File: src/rtl/sar_sequencer_if.sv
// Sequencer host handshake plus analogue SAR front-end signals, grouped as one bus.
// master = sequencer side, slave = host/analogue environment side.
interface sar_sequencer_if #(
   parameter int NSTEP = 8
);
   logic             start;
   logic             busy;
   logic [NSTEP-1:0] data_out;
   logic             data_valid;
   logic             cmp_err;
   logic             ms_sar_clock;
   logic             ms_sar_sample;
   logic [NSTEP-1:0] ms_sar_sw;
   logic [NSTEP-1:0] ms_sar_swb;
   logic             ms_sar_dh;
   logic             ms_sar_dl;
   logic             ms_sar_rdy;

   modport master (
      input  start, ms_sar_dh, ms_sar_dl, ms_sar_rdy,
      output busy, data_out, data_valid, cmp_err,
             ms_sar_clock, ms_sar_sample, ms_sar_sw, ms_sar_swb
   );

   modport slave (
      output start, ms_sar_dh, ms_sar_dl, ms_sar_rdy,
      input  busy, data_out, data_valid, cmp_err,
             ms_sar_clock, ms_sar_sample, ms_sar_sw, ms_sar_swb
   );
endinterface

File: src/rtl/sar_sequencer.sv
// SAR conversion sequencer; result pulse 2*NSAMPLE+3*NSTEP+2 cycles after the IDLE cycle that sees start.
// No backpressure: start is only sampled in IDLE; ms_sar_rdy low aborts to WAIT_RDY. All outputs are flops.
module sar_sequencer #(
   parameter int NSTEP   = 8,
   parameter int NSAMPLE = 2
) (
   input  logic            clk,
   input  logic            rst_n,
   sar_sequencer_if.master bus
);
   localparam int CW = $clog2(2*NSAMPLE+1);
   localparam int KW = (NSTEP > 1) ? $clog2(NSTEP) : 1;

   typedef enum logic [2:0] {WAIT_RDY, IDLE, SAMPLE, HOLD, SET, EVAL, CAPT, DONE} state_t;
   state_t state, nxt;

   logic [CW-1:0]    cnt_q, cnt_d;
   logic [KW-1:0]    k_q, k_d;
   logic [NSTEP-1:0] res_q, res_d, data_q, data_d, sw_q, sw_d, swb_q, swb_d;
   logic             busy_q, busy_d, vld_q, vld_d, err_q, err_d, clk_q, clk_d, smp_q, smp_d;
   logic             pair_bad, bit_k, last_sample;

   assign pair_bad    = (bus.ms_sar_dh == bus.ms_sar_dl);
   assign bit_k       = bus.ms_sar_dh & ~pair_bad;
   assign last_sample = (cnt_q == CW'(2*NSAMPLE-1));

   always_ff @(posedge clk or negedge rst_n) begin
      if (!rst_n) state <= WAIT_RDY;
      else        state <= nxt;
   end

   always_comb begin
      nxt = state;
      if (!bus.ms_sar_rdy) begin
         nxt = WAIT_RDY;
      end else begin
         case (state)
            WAIT_RDY: nxt = IDLE;
            IDLE:     nxt = bus.start ? SAMPLE : IDLE;
            SAMPLE:   nxt = last_sample ? HOLD : SAMPLE;
            HOLD:     nxt = SET;
            SET:      nxt = EVAL;
            EVAL:     nxt = CAPT;
            CAPT:     nxt = (k_q == '0) ? DONE : SET;
            DONE:     nxt = IDLE;
            default:  nxt = WAIT_RDY;
         endcase
      end
   end

   // Next values of the output flops are derived from the upcoming state so every output is registered.
   always_comb begin
      cnt_d  = cnt_q;
      k_d    = k_q;
      res_d  = res_q;
      data_d = data_q;
      sw_d   = sw_q;
      swb_d  = swb_q;
      busy_d = busy_q;
      vld_d  = 1'b0;
      err_d  = err_q;
      clk_d  = 1'b0;
      smp_d  = 1'b0;

      if (state == HOLD)                   k_d = KW'(NSTEP-1);
      else if (state == CAPT && k_q != '0) k_d = k_q - KW'(1);

      // Rejected bit drops its vrefp switch in the same edge that the next step's switch closes.
      if (state == CAPT && nxt != WAIT_RDY) begin
         res_d[k_q] = bit_k;
         sw_d[k_q]  = bit_k;
         swb_d[k_q] = ~bit_k;
         if (pair_bad) err_d = 1'b1;
      end

      case (nxt)
         WAIT_RDY: begin
            res_d  = '0;
            sw_d   = '0;
            swb_d  = '0;
            busy_d = 1'b0;
            err_d  = 1'b0;
         end
         IDLE: busy_d = 1'b0;
         SAMPLE: begin
            busy_d = 1'b1;
            smp_d  = 1'b1;
            sw_d   = '0;
            swb_d  = '0;
            if (state != SAMPLE) begin
               cnt_d = '0;
               res_d = '0;
               err_d = 1'b0;
            end else begin
               cnt_d = cnt_q + CW'(1);
            end
            clk_d = ~cnt_d[0];
         end
         HOLD: begin
            sw_d  = '0;
            swb_d = '1;
         end
         SET: begin
            sw_d[k_d]  = 1'b1;
            swb_d[k_d] = 1'b0;
         end
         EVAL, CAPT: clk_d = 1'b1;
         DONE: begin
            busy_d = 1'b0;
            vld_d  = 1'b1;
            data_d = res_d;
         end
         default: ;
      endcase
   end

   always_ff @(posedge clk or negedge rst_n) begin
      if (!rst_n) begin
         cnt_q  <= '0;
         k_q    <= '0;
         res_q  <= '0;
         data_q <= '0;
         sw_q   <= '0;
         swb_q  <= '0;
         busy_q <= 1'b0;
         vld_q  <= 1'b0;
         err_q  <= 1'b0;
         clk_q  <= 1'b0;
         smp_q  <= 1'b0;
      end else begin
         cnt_q  <= cnt_d;
         k_q    <= k_d;
         res_q  <= res_d;
         data_q <= data_d;
         sw_q   <= sw_d;
         swb_q  <= swb_d;
         busy_q <= busy_d;
         vld_q  <= vld_d;
         err_q  <= err_d;
         clk_q  <= clk_d;
         smp_q  <= smp_d;
      end
   end

   assign bus.busy          = busy_q;
   assign bus.data_out      = data_q;
   assign bus.data_valid    = vld_q;
   assign bus.cmp_err       = err_q;
   assign bus.ms_sar_clock  = clk_q;
   assign bus.ms_sar_sample = smp_q;
   assign bus.ms_sar_sw     = sw_q;
   assign bus.ms_sar_swb    = swb_q;
endmodule

File: src/flat_wrapper.sv
// flat-port wrapper written by rule: the top's interface ports become plain ports
module sar_sequencer_flat 
#(
   parameter int NSTEP   = 8,
   parameter int NSAMPLE = 2
)
  (clk, rst_n, bus_start, bus_ms_sar_dh, bus_ms_sar_dl, bus_ms_sar_rdy, bus_busy, bus_data_out, bus_data_valid, bus_cmp_err, bus_ms_sar_clock, bus_ms_sar_sample, bus_ms_sar_sw, bus_ms_sar_swb);
  sar_sequencer_if #(.NSTEP(NSTEP)) bus_i ();
  input  logic clk;
  input  logic rst_n;
  input wire logic [$bits(bus_i.start)-1:0] bus_start;
  input wire logic [$bits(bus_i.ms_sar_dh)-1:0] bus_ms_sar_dh;
  input wire logic [$bits(bus_i.ms_sar_dl)-1:0] bus_ms_sar_dl;
  input wire logic [$bits(bus_i.ms_sar_rdy)-1:0] bus_ms_sar_rdy;
  output wire logic [$bits(bus_i.busy)-1:0] bus_busy;
  output wire logic [$bits(bus_i.data_out)-1:0] bus_data_out;
  output wire logic [$bits(bus_i.data_valid)-1:0] bus_data_valid;
  output wire logic [$bits(bus_i.cmp_err)-1:0] bus_cmp_err;
  output wire logic [$bits(bus_i.ms_sar_clock)-1:0] bus_ms_sar_clock;
  output wire logic [$bits(bus_i.ms_sar_sample)-1:0] bus_ms_sar_sample;
  output wire logic [$bits(bus_i.ms_sar_sw)-1:0] bus_ms_sar_sw;
  output wire logic [$bits(bus_i.ms_sar_swb)-1:0] bus_ms_sar_swb;
  assign bus_i.start = bus_start;
  assign bus_i.ms_sar_dh = bus_ms_sar_dh;
  assign bus_i.ms_sar_dl = bus_ms_sar_dl;
  assign bus_i.ms_sar_rdy = bus_ms_sar_rdy;
  assign bus_busy = bus_i.busy;
  assign bus_data_out = bus_i.data_out;
  assign bus_data_valid = bus_i.data_valid;
  assign bus_cmp_err = bus_i.cmp_err;
  assign bus_ms_sar_clock = bus_i.ms_sar_clock;
  assign bus_ms_sar_sample = bus_i.ms_sar_sample;
  assign bus_ms_sar_sw = bus_i.ms_sar_sw;
  assign bus_ms_sar_swb = bus_i.ms_sar_swb;
  sar_sequencer #(.NSTEP(NSTEP), .NSAMPLE(NSAMPLE)) u_core (.clk(clk), .rst_n(rst_n), .bus(bus_i));
endmodule
File: config.mk
export PLATFORM = sky130hd
export DESIGN_NAME = sar_sequencer_flat
export DESIGN_NICKNAME = d
export VERILOG_FILES = /design/src/rtl/sar_sequencer_if.sv /design/src/rtl/sar_sequencer.sv /design/src/flat_wrapper.sv
export SDC_FILE = /design/constraint.sdc
export NUM_CORES = 1
export LEC_CHECK = 0
export BUFFER_PORTS_ARGS = -buffer_cell sky130_fd_sc_hd__clkbuf_2
export CORE_AREA = 3 3 82 84
export DETAILED_ROUTE_END_ITERATION = 7
export DIE_AREA = 0 0 85 87
export HOLD_SLACK_MARGIN = 0.06
export PLACE_DENSITY = 0.62
export RECOVER_POWER = 50
export SLEW_MARGIN = 20
export SYNTH_ARGS = -nofsm -noshare
export SYNTH_HDL_FRONTEND = slang
export SYNTH_SLANG_ARGS = --single-unit
File: constraint.sdc
create_clock -name clk -period 3.01 [get_ports clk]
set_clock_uncertainty 0.15 [all_clocks]
set_input_delay 0.301 -clock clk [delete_from_list [all_inputs] [get_ports clk]]
set_output_delay 0.301 -clock clk [all_outputs]
set_load 0.05 [all_outputs]
==> implementation parameters, run 1 <==
Parameter                              Value

Timing
  Number of max-slew violations in the final report    0
  Final-report setup violation count    0
  Slew @ Worst Pin    953.9 ps
  Final Hold Fails    0
  Final Hold Slack    204.3 ps
  Final critical-path share of the clock period    78.76%
  Final Worst Setup Slack    639.3 ps
  Highest attainable clock frequency    421.8 MHz
  RSZ-0062 raised after global routing    no
  Worst slew slack as a fraction of its limit    36.41%
  Total Neg Setup Slack    0 ps
  Final period demand of the worst path    2371 ps

Setup path
  Reg2Reg Launch Point    u_core.k_q[0]
  Reg2Reg Depth    8
  Crit path max-delay cell type    sky130_fd_sc_hd__dfrtp_1
  Required time of the critical path    3060 ps
  Highest cell delay on the worst timing path    460 ps
  Maximum fanout along the worst path    7
  Launching element of the worst setup path    u_core.k_q[0]
  Critical Path Sink Type    flop
  R2r endpoint    u_core.bus.ms_sar_swb[6]
  CP Launch Type    flop
  Cells along the critical path    inv_1 -> ha_1 -> or2b_2 -> nand3_1 -> mux2_2 -> inv_4 -> nand2_1 -> o211a_1
  Arrival time reported for the critical path endpoint    2420 ps
  Category of the critical setup timing path    reg2reg
  FF-to-FF setup slack    640 ps

Detailed routing
  TritonRoute pass-1 iters    4
  Vias    1925
  Final Routed Wirelength    5798 um
  Number of antenna-violating nets in the routed design    0
  Avg WL per Cell    16.42 um
  Iteration-0 DRC count of the detailed router    188
  DR vias/cell    5.453
  Total DRC errors in the routed layout    0

CTS
  CTS H-tree depth    2
  Post-CTS setup buffers    0
  Cts hold-fix bufs    1
  CTS tree    built
  Clk Latency, worst-skew pair    300 ps
  Resize count post-CTS    0
  Number of clock buffers inserted by TritonCTS    5
  Clock sinks    46
  Clock transition time at the flip-flop clock pins of the worst setup and hold paths    90 ps
  Cell at the root of the clock tree    sky130_fd_sc_hd__clkbuf_8
  Bufs on Longest Clock Path    2

Min path
  Class of the tightest hold or removal check    in2reg
  Worst Hold Endpoint    u_core.bus.cmp_err
  Count of cells along the worst hold path    4
  Hold Crit Start    bus_ms_sar_dh

Finish
  Most common library cell in the layout ignoring fill and taps    sky130_fd_sc_hd__dfrtp_1
  Fillers    605
  Most used cells in the layout excluding fill and tap cells    sky130_fd_sc_hd__dfrtp_1 (46), sky130_fd_sc_hd__nand2_1 (24), sky130_fd_sc_hd__nor2_1 (23), sky130_fd_sc_hd__a21oi_1 (22), sky130_fd_sc_hd__clkbuf_2 (19)
  Fin util    44.51%
  Post-layout nets    288
  # diodes    0
  Area Overhead vs Synth    11.57%
  Fraction of final layout cells sized beyond drive strength 1    18.35%

Logic synthesis
  Ys flop type    sky130_fd_sc_hd__dfrtp_1
  Asr flop ratio synth    100.0%
  Leading area contributor after synthesis    sky130_fd_sc_hd__dfrtp_1
  Leading cell types by total area after synthesis    sky130_fd_sc_hd__dfrtp_1 (48%), sky130_fd_sc_hd__a21oi_1 (4.6%), sky130_fd_sc_hd__nand2_1 (3.8%)
  Mapped Cells    242
  Yosys Warn Count    0
  Count of flip-flops with a built-in enable after synthesis    0
  Number of distinct standard cells referenced by the synthesized netlist    51
  Synthesis-stage register bit count    46
  Post-Synthesis Mean Instance Area    9.875 sq um
  Synthesized Nets    253
  Area of the mapped netlist    2390 sq um
  Proportion of synthesized chip area in sequential cells    48.17%
  Portion of synthesized cell area occupied by the leading cell type    48.17%

Place
  Buffers added on ports    34
  Routability cong.    0.8639
  Post-detailed-placement half-perimeter wirelength    4242 um
  Place WS    698.9 ps

Die
  Standard-cell row count    28
  Die X-Extent    85 um
  Top-level I/O count    35
  Vert. Die Dim    87 um
  Die Outline Area    7395 sq um
  Initial Util    39.89%
  Placeable core region    5991 sq um

Flow run
  MaxCap Viol Count    0

Global routing
  Via count of the first global-routing pass    1829
  Wire length of the first global-routing pass    9370 um
  Total gr overflow    0
  Number of antenna violations at the first check in global routing    0
  Global routing usage summed across all routing layers    16.09%
  Pin count of the biggest net entering global routing    24

Pwr
  Pwr dens    507.5 nW/um^2
  Leakage    1.234 nW
  Post-layout power    1.353 mW
  Maximum vdd ir drop    0.2278 mV

Status
  Result of the run    finished, final reports clean
[cells by family (layout without fill, tap and decap cells)]
logic type / count (synthesis) / after routing / share of synthesized area (%)
buf+inv: 23 / 59 / 5.916
simple gates: 88 / 88 / 20.73
fa+ha+maj: 5 / 5 / 2.618
mux: 11 / 11 / 4.764
compound gates: 69 / 69 / 17.80
flops: 46 / 46 / 48.17
[routing by layer]
| layer | up-vias | track usage [%] | share of wire (%) |
|---|---|---|---|
| li1 | 935 | - | - |
| met1 | 932 | 22.66 | 46 |
| met2 | 51 | 24.51 | 47 |
| met3 | 7 | 2.933 | 6.2 |
| met4 | 0 | 6.475 | 1.2 |
| met5 | - | 0 | 0 |
[worst max-delay path, delay by kind of cell (launching register included)]
family	cells	cell delay [ps]
AO/OA/AOI/OAI	1	210
multiplexers	1	400
adder cells (fa/ha/maj)	1	220
flip-flops	1	460
AND/OR/NAND/NOR	3	550
buffers and inverters	2	290
[final cells by class]
| type | instances | area [sq um] | area share [%] |
|---|---|---|---|
| flip-flops and latches | 46 | 1151 | 43.17 |
| multi-input cells | 173 | 1097 | 41.15 |
| repair buffers | 39 | 183.9 | 6.898 |
| well taps | 75 | 93.84 | 3.519 |
| clock buffers | 5 | 68.82 | 2.581 |
| inverters | 12 | 52.55 | 1.971 |
| clock inverters | 3 | 18.77 | 0.7039 |
[stage by stage]
stage	cell area [sq um]	std cells
floorplan	2390	242
global placement	2595	344
detailed placement	2595	344
CTS	2693	353
global route	2666	353
finish	2666	353
[flip-flops by register name, indices dropped and copies added (netlist names), 3 cells and up]
| name | count |
|---|---|
| u_core.res_q | 8 |
| u_core.cnt_q | 3 |
| u_core.bus.data_out | 8 |
| u_core.state | 3 |
| u_core.bus.ms_sar_sw | 8 |
| u_core.k_q | 3 |
| u_core.bus.ms_sar_swb | 8 |
[power breakdown]
group	switching, mW	internal (mW)	leakage [nW]
sequential	0.0393	0.647	0.628
clock	0.226	0.164	0.0483
combinational	0.193	0.0837	0.558
[cells in the mapped netlist (2+ instances only)]
cell,count
sky130_fd_sc_hd__a211oi_1,4
sky130_fd_sc_hd__a21oi_1,22
sky130_fd_sc_hd__and2_1,2
sky130_fd_sc_hd__and2b_2,2
sky130_fd_sc_hd__buf_2,2
sky130_fd_sc_hd__buf_6,4
sky130_fd_sc_hd__clkbuf_1,2
sky130_fd_sc_hd__dfrtp_1,46
sky130_fd_sc_hd__ha_1,5
sky130_fd_sc_hd__inv_1,10
sky130_fd_sc_hd__mux2_2,3
sky130_fd_sc_hd__mux2i_1,8
sky130_fd_sc_hd__nand2_1,24
sky130_fd_sc_hd__nand3_1,3
sky130_fd_sc_hd__nand3b_1,3
sky130_fd_sc_hd__nand4_1,4
sky130_fd_sc_hd__nor2_1,23
sky130_fd_sc_hd__nor3_1,10
sky130_fd_sc_hd__o211a_1,4
sky130_fd_sc_hd__o211ai_1,3
sky130_fd_sc_hd__o21a_1,3
sky130_fd_sc_hd__o21ai_0,16
sky130_fd_sc_hd__o21ai_1,4
sky130_fd_sc_hd__o22ai_1,7
sky130_fd_sc_hd__or4_4,2
[worst max-delay path by stage]
stage                                    end  slack (ps)  depth (start not counted)
floorplan           u_core.bus.ms_sar_swb[6]         850                          8
global placement     u_core.bus.ms_sar_sw[6]         750                          4
detailed placement  u_core.bus.ms_sar_swb[6]         700                          8
CTS                 u_core.bus.ms_sar_swb[6]         670                          8
global route        u_core.bus.ms_sar_swb[2]         520                          7
finish              u_core.bus.ms_sar_swb[6]         640                          8
Power figures use the tool's default switching activity.
==> inputs of run 2 (changes only) <==
==> constraint.sdc (replaced) <==
create_clock -name clk -period 2.3 [get_ports clk]
set_clock_uncertainty 0.15 [all_clocks]
set_input_delay 0.23 -clock clk [delete_from_list [all_inputs] [get_ports clk]]
set_output_delay 0.23 -clock clk [all_outputs]
set_load 0.05 [all_outputs]
==> implementation parameters, run 2 (synthesis gave the netlist of run 1 again) <==
Parameter                              Value

Status
  Result of the run    finished, final reports clean

Setup path
  Maximum fanout along the worst path    6
  Launching element of the worst setup path    u_core.k_q[1]
  Category of the critical setup timing path    reg2reg
  Critical Path Sink Type    flop
  CP Launch Type    flop
  Reg2Reg Launch Point    u_core.k_q[1]
  Arrival time reported for the critical path endpoint    2260 ps
  Required time of the critical path    2350 ps

Die
  Die Outline Area    7395 sq um
  Standard-cell row count    28
  Top-level I/O count    35
  Die X-Extent    85 um
  Initial Util    39.89%
  Placeable core region    5991 sq um
  Vert. Die Dim    87 um

Detailed routing
  TritonRoute pass-1 iters    4
  Avg WL per Cell    16.57 um
  Iteration-0 DRC count of the detailed router    127
  Number of antenna-violating nets in the routed design    0
  Vias    1987
  Total DRC errors in the routed layout    0
  Final Routed Wirelength    6031 um
  DR vias/cell    5.459

CTS
  Number of clock buffers inserted by TritonCTS    5
  Post-CTS setup buffers    0
  Bufs on Longest Clock Path    2
  Clk Latency, worst-skew pair    310 ps
  CTS H-tree depth    2
  CTS tree    built
  Clock transition time at the flip-flop clock pins of the worst setup and hold paths    90 ps
  Clock sinks    46
  Cell at the root of the clock tree    sky130_fd_sc_hd__clkbuf_8

Timing
  Highest attainable clock frequency    453.3 MHz
  Slew @ Worst Pin    1104 ps
  Final critical-path share of the clock period    95.91%
  Total Neg Setup Slack    0 ps
  Final period demand of the worst path    2206 ps
  RSZ-0062 raised after global routing    no
  Final Worst Setup Slack    94.10 ps
  Worst slew slack as a fraction of its limit    26.39%
  Final Hold Fails    0
  Number of max-slew violations in the final report    0
  Final-report setup violation count    0

Flow run
  MaxCap Viol Count    0

Pwr
  Maximum vdd ir drop    0.3711 mV
  Combinational share of power    21.6%
  Switching component of the power    0.6254 mW
  Switching portion of total power    32.27%
  Pwr dens    695.2 nW/um^2
  Power share of the clock group    33.0%
  Sequential group share of total power    45.3%
  Int Power    1.313 mW
  Leakage    1.300 nW

Global routing
  Wire length of the first global-routing pass    9811 um
  Pin count of the biggest net entering global routing    21
  Number of antenna violations at the first check in global routing    0
  Via count of the first global-routing pass    1847
  Global routing usage summed across all routing layers    16.90%
  Total gr overflow    0

Finish
  Fraction of final layout cells sized beyond drive strength 1    22.84%
  Final Instance Count excl. Fillers    364
  Area Overhead vs Synth    16.65%
  Post-layout nets    299
  Most common library cell in the layout ignoring fill and taps    sky130_fd_sc_hd__dfrtp_1
  # diodes    0
  Most used cells in the layout excluding fill and tap cells    sky130_fd_sc_hd__dfrtp_1 (45), sky130_fd_sc_hd__nand2_1 (24), sky130_fd_sc_hd__nor2_1 (23), sky130_fd_sc_hd__a21oi_1 (22), sky130_fd_sc_hd__clkbuf_2 (21)

Place
  Buffers added on ports    34
  Post-detailed-placement half-perimeter wirelength    4356 um
  Routability cong.    0.9179
  Place WS    93.98 ps
  Dpl cells    355

Min path
  Class of the tightest hold or removal check    in2reg
  Hold Crit Start    bus_ms_sar_dh
[run 2: changes by cell type in the layout (fill, tap and decap cells not counted)]
cell,before,now
sky130_fd_sc_hd__nand3_2,0,1
sky130_fd_sc_hd__clkbuf_1,17,15
sky130_fd_sc_hd__clkinv_2,2,0
sky130_fd_sc_hd__inv_8,0,1
sky130_fd_sc_hd__inv_6,1,0
sky130_fd_sc_hd__dfrtp_1,46,45
sky130_fd_sc_hd__clkbuf_2,19,21
sky130_fd_sc_hd__buf_4,2,13
sky130_fd_sc_hd__clkinvlp_4,0,1
sky130_fd_sc_hd__bufinv_16,0,1
sky130_fd_sc_hd__nand3_1,3,2
sky130_fd_sc_hd__dfrtp_2,0,1
[run 2: through the flow]
step	hold WS (ps)	total power [mW]	instance area (sq um)	utilization, %
detailed placement	77.50	1.306	2678	44.70
CTS	128.7	1.947	2805	46.83
global route	145.2	2.037	2788	46.53
floorplan	-215.6	1.171	2390	-
finish	124.9	1.938	2788	46.53
global placement	58.17	1.300	2678	44.70
[run 2: final cells by class]
cell class              count  area [sq um]
fillers                   579          3203
flip-flops and latches     46          1152
clock inverters             3         48.80
well taps                  75         93.84
clock buffers               5         68.82
repair buffers             50         269.0
multi-input cells         173          1102
inverters                  12         52.55
[run 2: routing by layer]
| layer | GRT usage [%] | wire length (um) | part of all wire, % |
|---|---|---|---|
| met1 | 24.55 | 2819 | 47 |
| met2 | 25.99 | 2845 | 47 |
| met3 | 2.649 | 288 | 4.8 |
| met4 | 5.180 | 78 | 1.3 |
| met5 | 0 | 0 | 0 |
[run 2: worst max-delay path: stages, from the launching register on]
cell,delay [ps]
sky130_fd_sc_hd__dfrtp_1,390
sky130_fd_sc_hd__inv_1,110
sky130_fd_sc_hd__ha_1,200
sky130_fd_sc_hd__or2b_2,340
sky130_fd_sc_hd__nand3_2,110
sky130_fd_sc_hd__mux2_2,390
sky130_fd_sc_hd__inv_4,100
sky130_fd_sc_hd__nand2_1,100
sky130_fd_sc_hd__o211a_1,210
[run 2: repair_timing]
| action | in CTS | in global routing |
|---|---|---|
| hold buffers | 1 | 0 |
| hold endpoints to repair | 18 | 0 |
| resized for setup | 0 | 2 |
| setup endpoints to repair | 0 | 5 |
[run 2: worst paths after layout]
kind | endpoint | slack [ps] | depth (start not counted)
max in group asynchronous | u_core.bus.ms_sar_swb[7] | 530 | 3
worst max register to register | u_core.bus.ms_sar_swb[6] | 90 | 8
worst min register to register | u_core.bus.data_out[0] | 330 | 2
min in group asynchronous | u_core.cnt_q[0] | 500 | 2
worst max-delay path | u_core.bus.ms_sar_swb[6] | 90 | 8
worst min-delay path | u_core.bus.cmp_err | 120 | 4
[run 2: power groups by stage]
stage	sequential [mW]	clock [mW]	combinational, mW
5_1_grt	0.885	0.689	0.464
3_5_place_dp	0.894	0	0.412
2_1_floorplan	0.936	0	0.235
3_3_place_gp	0.894	0	0.407
4_1_cts	0.878	0.651	0.418
6_report	0.879	0.640	0.419
==> inputs of run 3 (changes only) <==
--- a/config.mk
+++ b/config.mk
@@ -7,11 +7,13 @@
 export LEC_CHECK = 0
 export BUFFER_PORTS_ARGS = -buffer_cell sky130_fd_sc_hd__clkbuf_2
 export CORE_AREA = 3 3 82 84
+export CTS_CLUSTER_SIZE = 10
 export DETAILED_ROUTE_END_ITERATION = 7
 export DIE_AREA = 0 0 85 87
 export HOLD_SLACK_MARGIN = 0.06
 export PLACE_DENSITY = 0.62
 export RECOVER_POWER = 50
+export REMOVE_ABC_BUFFERS = 1
 export SLEW_MARGIN = 20
 export SYNTH_ARGS = -nofsm -noshare
 export SYNTH_HDL_FRONTEND = slang
==> implementation parameters, run 3 (synthesis gave the netlist of run 1 again) <==
Parameter                              Value

Timing
  Final critical-path share of the clock period    92.45%
  Final Hold Fails    0
  Final period demand of the worst path    2126 ps
  Highest attainable clock frequency    470.3 MHz
  Total Neg Setup Slack    0 ps
  Worst slew slack as a fraction of its limit    32.36%
  Number of max-slew violations in the final report    0
  Slew @ Worst Pin    1015 ps
  Final-report setup violation count    0
  RSZ-0062 raised after global routing    no

Finish
  Final Instance Count excl. Fillers    365
  Most used cells in the layout excluding fill and tap cells    sky130_fd_sc_hd__dfrtp_1 (46), sky130_fd_sc_hd__nand2_1 (24), sky130_fd_sc_hd__nor2_1 (23), sky130_fd_sc_hd__a21oi_1 (21), sky130_fd_sc_hd__clkbuf_2 (21)
  Fraction of final layout cells sized beyond drive strength 1    22.76%
  Post-layout nets    300
  Most common library cell in the layout ignoring fill and taps    sky130_fd_sc_hd__dfrtp_1
  # diodes    0
  Area Overhead vs Synth    15.92%
  Fillers    591

Die
  Top-level I/O count    35
  Vert. Die Dim    87 um
  Die X-Extent    85 um
  Initial Util    39.89%
  Placeable core region    5991 sq um
  Die Outline Area    7395 sq um
  Standard-cell row count    28

Detailed routing
  Avg WL per Cell    16.13 um
  Final Routed Wirelength    5889 um
  TritonRoute pass-1 iters    4
  Iteration-0 DRC count of the detailed router    86
  DR vias/cell    5.405
  Total DRC errors in the routed layout    0
  Vias    1973
  Number of antenna-violating nets in the routed design    0

CTS
  Number of clock buffers inserted by TritonCTS    5
  Bufs on Longest Clock Path    2
  Clk Latency, worst-skew pair    300 ps
  CTS tree    built
  Clock sinks    46
  CTS H-tree depth    2
  Cell at the root of the clock tree    sky130_fd_sc_hd__clkbuf_8
  Post-CTS setup buffers    0
  Clock transition time at the flip-flop clock pins of the worst setup and hold paths    90 ps

Global routing
  Via count of the first global-routing pass    1895
  Wire length of the first global-routing pass    9549 um
  Global routing usage summed across all routing layers    16.45%
  Number of antenna violations at the first check in global routing    0
  Pin count of the biggest net entering global routing    20
  Total gr overflow    0

Flow run
  MaxCap Viol Count    0

Place
  Post-detailed-placement half-perimeter wirelength    4434 um
  Buffers added on ports    34
  Dpl cells    356
  Routability cong.    0.8781

Setup path
  Cells along the critical path    nand2_1 -> a22oi_2 -> nand4_1 -> o311ai_0 -> o211a_1
  Reg2Reg Launch Point    u_core.state[2]
  Arrival time reported for the critical path endpoint    2230 ps
  Maximum fanout along the worst path    15
  R2r endpoint    u_core.bus.ms_sar_swb[7]
  Required time of the critical path    2400 ps
  CP Launch Type    flop
  Highest cell delay on the worst timing path    640 ps
  FF-to-FF setup slack    170 ps
  Crit path max-delay cell type    sky130_fd_sc_hd__dfrtp_1
  Reg2Reg Depth    5
  Cell family with most CP delay    compound AO/OA/AOI/OAI gates
  Category of the critical setup timing path    reg2reg
  Critical Path Sink Type    flop
  CP bufs+invs    0

Status
  Result of the run    finished, final reports clean

Min path
  Count of cells along the worst hold path    4
  Hold Crit Start    bus_ms_sar_dh
  Worst Hold Endpoint    u_core.bus.cmp_err
  Class of the tightest hold or removal check    in2reg

Pwr
  Pwr dens    650.0 nW/um^2
  Leakage    1.299 nW
  Maximum vdd ir drop    0.4797 mV
==> run 3: layer usage <==
metal | wire, um | vias to the layer above | GRT usage, %
li1 | - | 965 | -
met1 | 2801 | 949 | 23.62
met2 | 2704 | 51 | 24.93
met3 | 278 | 8 | 2.649
met4 | 105 | 0 | 6.331
met5 | 0 | - | 0
==> run 3: worst max path at each step <==
stage	start	end	slack (ps)	depth (start not counted)
after global placement	u_core.cnt_q[0]	u_core.bus.ms_sar_sw[5]	170	7
after global routing	u_core.k_q[1]	u_core.bus.ms_sar_swb[6]	40	8
final	u_core.state[2]	u_core.bus.ms_sar_swb[7]	170	5
after detailed placement	u_core.k_q[1]	u_core.bus.ms_sar_swb[6]	120	8
after floorplan	u_core.k_q[0]	u_core.bus.ms_sar_swb[6]	130	8
after CTS	u_core.k_q[1]	u_core.bus.ms_sar_swb[6]	100	8
==> run 3: worst reg2reg max path: stages (launching register included) <==
cell and delay, ps:
sky130_fd_sc_hd__dfrtp_1 640, sky130_fd_sc_hd__nand2_1 130, sky130_fd_sc_hd__a22oi_2 400, sky130_fd_sc_hd__nand4_1 350, sky130_fd_sc_hd__o311ai_0 210, sky130_fd_sc_hd__o211a_1 200
==> run 3: area by class of cell <==
class	count	area, sq um	share of cell area, %
Timing Repair Buffer	51	276.5	9.982
Inverter	12	52.55	1.897
Sequential cell	46	1151	41.55
Clock buffer	6	72.57	2.620
Multi-Input combinational cell	173	1110	40.06
Tap cell	75	93.84	3.388
Clock inverter	2	13.76	0.4968
==> run 3: what timing repair did <==
action                                  4_1_cts  5_1_grt
hold buffers                                  1        0
resized for setup                             0        3
endpoints found under the hold margin        17        0
endpoints found under the setup margin        0        7
==> run 3: per-stage QoR <==
step           power (mW)  utilization [%]  worst slack (ps)  area (sq um)  hold WS, ps
3_3_place_gp        1.301            44.82             170.2          2685        58.66
2_1_floorplan       1.154                -             132.5          2301       -215.6
6_report            1.801            46.24             173.7          2770        138.4
3_5_place_dp        1.306            44.82             124.1          2685        64.61
4_1_cts             1.810            46.43             102.9          2781        130.4
5_1_grt             1.884            46.24             42.20          2770        200.7
==> run 3: power by group <==
part / switching, mW / internal [mW] / leakage (nW)
combinational: 0.278 / 0.141 / 0.626
sequential: 0.0340 / 0.847 / 0.628
clock: 0.286 / 0.215 / 0.0452
total: 0.598 / 1.20 / 1.30
